### config.mk
export PLATFORM = sky130hd
export DESIGN_NAME = ddma_rx_ingress
export DESIGN_NICKNAME = d
export VERILOG_FILES = /design/src/rtl/ddma_noc_pkg.sv /design/src/rtl/flit_fifo.sv /design/src/rtl/ddma_rx_ingress.sv
export SDC_FILE = /design/constraint.sdc
export NUM_CORES = 1
export LEC_CHECK = 0
export CAP_MARGIN = 30
export CORE_UTILIZATION = 56
export DETAILED_ROUTE_END_ITERATION = 10
export GPL_TIMING_DRIVEN = 0
export PLACE_DENSITY = 0.77
export SETUP_SLACK_MARGIN = 0.15
export SLEW_MARGIN = 15
export SYNTH_ARGS = -nofsm -noshare
export SYNTH_HDL_FRONTEND = slang
export SYNTH_HIERARCHICAL = 1
export SYNTH_SLANG_ARGS = --single-unit
### constraint.sdc
create_clock -name clock -period 3.6 [get_ports clock]
set_clock_uncertainty 0.1 [all_clocks]
set_input_delay 0.54 -clock clock [delete_from_list [all_inputs] [get_ports clock]]
set_output_delay 0.54 -clock clock [all_outputs]
set_load 0.005 [all_outputs]
### src/rtl/ddma_noc_pkg.sv
// ---------------------------------------------------------------------------
// ddma_noc_pkg
//   Shared types and constants for the DDMA <-> NoC local-port datapath.
//   - rx_state_t    : packet framing states (header, size, payload)
//   - tagged_flit_t : a flit with its start/end-of-packet tags, at the
//                     default 32-bit NoC flit width
//   - HDR_ADDR_MSB  : top bit of the destination address field in a header
//   - LOCAL_PORT    : router port number the PE is attached to
// ---------------------------------------------------------------------------
package ddma_noc_pkg;

  localparam int HDR_ADDR_MSB   = 15;
  localparam int LOCAL_PORT     = 4;
  localparam int NOC_FLIT_WIDTH = 32;

  typedef enum logic [1:0] {
    HDR     = 2'd0,
    SIZE    = 2'd1,
    PAYLOAD = 2'd2
  } rx_state_t;

  typedef struct packed {
    logic                      sop;
    logic                      eop;
    logic [NOC_FLIT_WIDTH-1:0] flit;
  } tagged_flit_t;

endpackage

### src/rtl/flit_fifo.sv
// ---------------------------------------------------------------------------
// flit_fifo
//   Register-array synchronous FIFO. The head entry is presented
//   combinationally on rd_data; a written entry is visible the cycle after
//   the push (no write-through bypass).
//   Ports:
//     clock, reset   : clock, asynchronous active-low reset
//     push, wr_data  : write request and data (ignored when full)
//     pop            : advance the head (ignored when empty)
//     rd_data        : head entry
//     count          : occupancy, 0..FIFO_DEPTH
//     full, empty    : occupancy flags from the registered counter
// ---------------------------------------------------------------------------
module flit_fifo #(
  parameter int FIFO_DEPTH = 16,
  parameter int WIDTH      = 34
) (
  input  logic                          clock,
  input  logic                          reset,
  input  logic                          push,
  input  logic [WIDTH-1:0]              wr_data,
  input  logic                          pop,
  output logic [WIDTH-1:0]              rd_data,
  output logic [$clog2(FIFO_DEPTH):0]   count,
  output logic                          full,
  output logic                          empty
);

  localparam int PTR_W = $clog2(FIFO_DEPTH);

  logic [WIDTH-1:0] mem [FIFO_DEPTH];
  logic [PTR_W-1:0] wr_ptr_reg;
  logic [PTR_W-1:0] rd_ptr_reg;
  logic [PTR_W:0]   count_reg;
  logic             do_push;
  logic             do_pop;

  assign full    = (count_reg == (PTR_W+1)'(FIFO_DEPTH));
  assign empty   = (count_reg == '0);
  assign count   = count_reg;
  assign do_push = push && !full;
  assign do_pop  = pop && !empty;
  assign rd_data = mem[rd_ptr_reg];

  // Pointers wrap naturally because the depth is a power of two.
  always_ff @(posedge clock or negedge reset) begin
    if (!reset) begin
      wr_ptr_reg <= '0;
      rd_ptr_reg <= '0;
      count_reg  <= '0;
    end else begin
      if (do_push) wr_ptr_reg <= wr_ptr_reg + 1'b1;
      if (do_pop)  rd_ptr_reg <= rd_ptr_reg + 1'b1;
      case ({do_push, do_pop})
        2'b10:   count_reg <= count_reg + 1'b1;
        2'b01:   count_reg <= count_reg - 1'b1;
        default: count_reg <= count_reg;
      endcase
    end
  end

  // Storage is cleared on reset so a freshly reset head reads as zero.
  always_ff @(posedge clock or negedge reset) begin
    if (!reset) begin
      for (int i = 0; i < FIFO_DEPTH; i++) begin
        mem[i] <= '0;
      end
    end else if (do_push) begin
      mem[wr_ptr_reg] <= wr_data;
    end
  end

endmodule

### src/rtl/ddma_rx_ingress.sv
// ---------------------------------------------------------------------------
// ddma_rx_ingress
//   Ingress stage between the router local port and the DDMA receive path.
//   Flits arrive under credit flow control, are framed (header, size,
//   payload), tagged with sop/eop, buffered, and streamed to the DDMA over
//   valid/ready.
//   Ports:
//     clock, reset  : clock, asynchronous active-low reset
//     rx, data_i    : flit valid / flit from the router
//     credit_o      : buffer has space; router may send
//     m_valid/m_ready/m_data/m_sop/m_eop : tagged flit stream to the DDMA
//     pkts_pending  : complete packets buffered but not fully drained
//     pkt_count     : total packets fully received (wraps)
//     misroute      : sticky, a header address did not match ADDRESS
// ---------------------------------------------------------------------------
module ddma_rx_ingress
  import ddma_noc_pkg::*;
#(
  parameter int                    FLIT_WIDTH  = 32,
  parameter int                    FIFO_DEPTH  = 16,
  parameter logic [HDR_ADDR_MSB:0] ADDRESS     = '0,
  parameter int                    COUNT_WIDTH = 16
) (
  input  logic                          clock,
  input  logic                          reset,
  input  logic                          rx,
  input  logic [FLIT_WIDTH-1:0]         data_i,
  output logic                          credit_o,
  output logic                          m_valid,
  input  logic                          m_ready,
  output logic [FLIT_WIDTH-1:0]         m_data,
  output logic                          m_sop,
  output logic                          m_eop,
  output logic [$clog2(FIFO_DEPTH):0]   pkts_pending,
  output logic [COUNT_WIDTH-1:0]        pkt_count,
  output logic                          misroute
);

  localparam int PTR_W = $clog2(FIFO_DEPTH);

  typedef struct packed {
    logic                  sop;
    logic                  eop;
    logic [FLIT_WIDTH-1:0] flit;
  } entry_t;

  entry_t                 wr_entry;
  entry_t                 head;
  logic [PTR_W:0]         fifo_count;
  logic                   fifo_full;
  logic                   fifo_empty;

  rx_state_t              state_reg;
  rx_state_t              state_next;
  logic [FLIT_WIDTH-1:0]  remaining_reg;
  logic [FLIT_WIDTH-1:0]  remaining_next;
  logic                   tag_sop;
  logic                   tag_eop;
  logic                   addr_mismatch;

  logic                   push;
  logic                   pop;
  logic                   push_eop;
  logic                   pop_eop;

  logic [PTR_W:0]         pending_reg;
  logic [COUNT_WIDTH-1:0] pkt_count_reg;
  logic                   misroute_reg;

  // Credit comes straight from the registered occupancy, so a pop in one
  // cycle reopens credit in the next.
  assign credit_o = (fifo_count < (PTR_W+1)'(FIFO_DEPTH));
  // Identical to rx && credit_o; a flit offered without credit is dropped.
  assign push     = rx && !fifo_full;
  assign pop      = m_valid && m_ready;
  assign push_eop = push && tag_eop;
  assign pop_eop  = pop && head.eop;

  assign wr_entry = '{sop: tag_sop, eop: tag_eop, flit: data_i};

  flit_fifo #(
    .FIFO_DEPTH (FIFO_DEPTH),
    .WIDTH      (FLIT_WIDTH + 2)
  ) u_fifo (
    .clock   (clock),
    .reset   (reset),
    .push    (push),
    .wr_data (wr_entry),
    .pop     (pop),
    .rd_data (head),
    .count   (fifo_count),
    .full    (fifo_full),
    .empty   (fifo_empty)
  );

  // Outputs are forced to zero whenever nothing is buffered.
  assign m_valid = !fifo_empty;
  assign m_data  = m_valid ? head.flit : '0;
  assign m_sop   = m_valid && head.sop;
  assign m_eop   = m_valid && head.eop;

  // Framing decode for the flit currently on data_i; only committed on push.
  always_comb begin
    state_next     = state_reg;
    remaining_next = remaining_reg;
    tag_sop        = 1'b0;
    tag_eop        = 1'b0;
    addr_mismatch  = 1'b0;
    case (state_reg)
      HDR: begin
        tag_sop       = 1'b1;
        addr_mismatch = (data_i[HDR_ADDR_MSB:0] != ADDRESS);
        state_next    = SIZE;
      end
      SIZE: begin
        remaining_next = data_i;
        // A zero-length packet ends on its size flit.
        if (data_i == '0) begin
          tag_eop    = 1'b1;
          state_next = HDR;
        end else begin
          state_next = PAYLOAD;
        end
      end
      PAYLOAD: begin
        remaining_next = remaining_reg - FLIT_WIDTH'(1);
        if (remaining_reg == FLIT_WIDTH'(1)) begin
          tag_eop    = 1'b1;
          state_next = HDR;
        end
      end
      default: begin
        state_next = HDR;
      end
    endcase
  end

  always_ff @(posedge clock or negedge reset) begin
    if (!reset) begin
      state_reg     <= HDR;
      remaining_reg <= '0;
      misroute_reg  <= 1'b0;
    end else if (push) begin
      state_reg     <= state_next;
      remaining_reg <= remaining_next;
      if (addr_mismatch) misroute_reg <= 1'b1;
    end
  end

  always_ff @(posedge clock or negedge reset) begin
    if (!reset) begin
      pkt_count_reg <= '0;
      pending_reg   <= '0;
    end else begin
      if (push_eop) pkt_count_reg <= pkt_count_reg + 1'b1;
      // A packet completing on input while another leaves the buffer
      // leaves the pending count unchanged.
      case ({push_eop, pop_eop})
        2'b10:   pending_reg <= pending_reg + 1'b1;
        2'b01:   pending_reg <= pending_reg - 1'b1;
        default: pending_reg <= pending_reg;
      endcase
    end
  end

  assign pkts_pending = pending_reg;
  assign pkt_count    = pkt_count_reg;
  assign misroute     = misroute_reg;

endmodule

==> impl_metrics.toml <==
[sta]
fmax_mhz = 278
period_needed_ns = 3.59
hold_viol = 0
drv_slew = 0
post-route-period-util_pct = 99.8
finalSetupViolations = 0
slew_headroom_pct = 51.1
rsz0062_at_grt = "true"
setup_slack_ns = 0.00571
hold_ws_ns = 0.371
worst_pin_slew_ns = 0.732

[setup_path]
cpMostUsedCell = "xor2_1"
cp_top_family = "simple AND/OR/NAND/NOR gates"
rr_worst_depth = 17
path_max_fanout = 9
startpoint_type = "input pin"
slowest_delay_ns = 0.72
cp_slowest_cell = "clkdlybuf4s50_1"
cp_cell_sequence = "clkdlybuf4s50_1 -> nor4_1 -> and4_1 -> nand3_1 -> o41ai_1 -> nand2_1 -> ha_4 -> fa_2 -> a21o_1 -> a21oi_2 -> xor2_1 -> nor2_1 -> xor2_1"
cp_num_buf_inv = 1
worstReg2RegStart = "u_fifo/rd_ptr_reg[2]$_DFFE_PN0P_"
crit_type = "input pin to flop"
r2r_slack_ns = 0.02
end_kind = "flop"
crit_arrival_ns = 3.98
cp.required_ns = 3.98
r2r_end = "pkts_pending[4]$_DFFE_PN0P_"

[detailed_routing]
post-route-drc-count = 0
avgViaCountPerCell = 6.41
wl_per_cell_um = 26.2
route.vias.total = 19439
drtPass1Iterations = 5
drt_iter0_drc = 1713
drtAntennaViolNets = 0
wl_mm = 79.4

[logic_synthesis]
synth_edf_count = 0
synth_seq_cells = 613
synth-seq-area-share_pct = 52.1
synthArstFlopShare_pct = 100
avgSynthCellArea_um2 = 14.0
yosys_warnings = 6
synth_ff_type = "dfrtp_1"
synth_cell_types = 66
synth_nets = 2167
synth_area_um2 = 29400
synth_cells = 2110

[global_routing]
grt_max_degree = 115
grt_pass1_wl_mm = 121
grt-ovfl-total = 0
grtUsageTotal_pct = 29.8
first_global_vias = 20288
antenna_found_initial = 1

[placed_design]
place_congestion = 0.874
portBuffers = 93
place_ws_ns = -1.19
dp_hpwl_mm = 51.6

[clock_network]
cts_root_buffer = "clkbuf_16"
cts_tree = "yes"
clkTransAtPathRegs_ns = 0.06
ctsHtreeMaxLevel = 3
cts_sinks = 613
clock_path_buffers = 3
cts-buffers-inserted = 67
clock_latency_ns = 0.61

[cells_and_area]
post-route-util_pct = 68.8
n_antenna_cell = 0
drive_above_1_share_pct = 41.6
largest_reg_flops = 544
final_nets = 2363
syn_to_final_growth_pct = 20.6

[floorplan]
die_w_um = 231
num_io_pins = 94
fp-row-count = 83
die_h_um = 231
dieArea_um2 = 53500
initial_core_util_pct = 57.1
coreArea_um2 = 51600

[power_and_ir_drop]
power.leakage_uw = 0.0159
report.power.total_uw = 35100
p_per_area_nw_per_um2 = 987
ir_drop_v = 0.000560

[hold_path]
hold_depth = 1
worstHoldStart = "pkt_count[15]$_DFFE_PN0P_"
min_path_type = "flop to flop"
hold_end = "pkt_count[15]$_DFFE_PN0P_"

[flow_run]
drv_cap = 0

[status]
status = "complete, no violations"
## worst max path at each step
stage,start,endpoint,slack [ns],depth (start not counted)
4_1_cts,u_fifo/rd_ptr_reg[2]$_DFFE_PN0P_,m_data[24],-0.08,9
6_report,data_i[8],pkts_pending[4]$_DFFE_PN0P_,0.006,13
3_3_place_gp,reset,u_fifo/mem[420]$_DFFE_PN0P_,-24.03,1
3_5_place_dp,rx,pkts_pending[4]$_DFFE_PN0P_,-1.19,14
2_1_floorplan,u_fifo/rd_ptr_reg[0]$_DFFE_PN0P_,pkts_pending[4]$_DFFE_PN0P_,0.19,15
5_1_grt,u_fifo/rd_ptr_reg[2]$_DFFE_PN0P_,pkts_pending[4]$_DFFE_PN0P_,-0.08,17
## cell type report
type	count	area, um2
inverters	12	50.0
multi-input cells	1314	14400
clock inverters	17	223
clock buffers	98	1950
plain buffers	171	1380
flip-flops and latches	613	15300
repair buffers	127	1360
fillers	3403	16100
well taps	680	851
## report_power, final
group          internal [uW]  total, uW  leakage [uW]  switching [uW]
Combinational           8420      16400       0.00725            7930
Sequential             10000      11900       0.00763            1840
Clock                   4040       6850       0.00107            2810
## worst reg2reg max path: cells and delay by family (launching register included)
| family | cells | cell delay, ns |
|---|---|---|
| simple gates | 5 | 0.70 |
| fa+ha+maj | 2 | 0.46 |
| flops | 1 | 0.38 |
| xor+xnor | 2 | 0.32 |
| buf+inv | 4 | 0.70 |
| compound gates | 4 | 0.79 |
## through the flow
stage                     TNS [ns]  cell area (um2)  instances
final                            0            35500       3032
after global routing        -0.144            35500       3032
after CTS                    -1.18            34900       3009
after detailed placement    -10.71            31400       2891
after global placement           -            31200       2883
after floorplan                  0            29500       2110
## synthesized netlist by cell type (all sizes together) (3+ instances only)
library cell,number,area share [%]
mux2,550,22
o22ai,11,0.23
buf,90,2.0
nor3,18,0.32
o21ai,59,1.0
and2,5,0.11
a22oi,34,0.87
xor2,9,0.27
or3,6,0.13
a21oi,42,0.73
ha,19,0.81
clkbuf,81,1.0
nor4,15,0.41
a2bb2oi,5,0.15
o22a,7,0.21
o21a,3,0.076
and3,4,0.085
nor2b,40,0.85
xnor2,21,0.62
inv,11,0.14
mux2i,138,4.7
a21o,7,0.18
nand3,27,0.97
nand4b,3,0.089
nand4,17,0.51
mux4,68,5.2
dfrtp,613,52
nand2,75,0.96
a221oi,68,2.0
and4,3,0.089
a31oi,5,0.11
nor2,32,0.42
## logic make-up (layout without fill, tap and decap cells)
logic type	Yosys count	count (layout)	share of synthesized area (%)
multiplexers	756	756	31.7
flip-flops	613	613	52.1
AND/OR/NAND/NOR	254	254	5.18
AO/OA/AOI/OAI	253	253	6.02
buffers and inverters	183	425	3.18
XOR/XNOR	30	30	0.892
adder cells (fa/ha/maj)	21	21	0.943
## what timing repair did
action / 4_1_cts / 5_1_grt
hold buffers: 1 / 0
setup endpoints to repair: 45 / 116
resized for setup: 262 / 153
endpoints found under the hold margin: 104 / 0
pin swaps: 26 / 56
gates cloned: 0 / 1
buffers inserted: 2 / 22
## cells in the final DEF (no fill, tap or decap), types with 30 or more instances in the layout
cell,instances
mux2_4,60
a221oi_4,54
nor2b_1,33
mux2i_1,132
a21oi_1,38
nand2_1,72
mux4_2,68
dfrtp_1,611
buf_4,66
mux2_2,461
clkbuf_16,73
clkdlybuf4s50_1,56
clkbuf_1,70
nor2_1,30
o21ai_0,34
## routing by layer
layer,track usage (%),wire length (um)
met1,40.2,33200
met2,48.8,39100
met3,4.60,4630
met4,11.6,2470
met5,0,13
(Power assumes the default switching activity.)
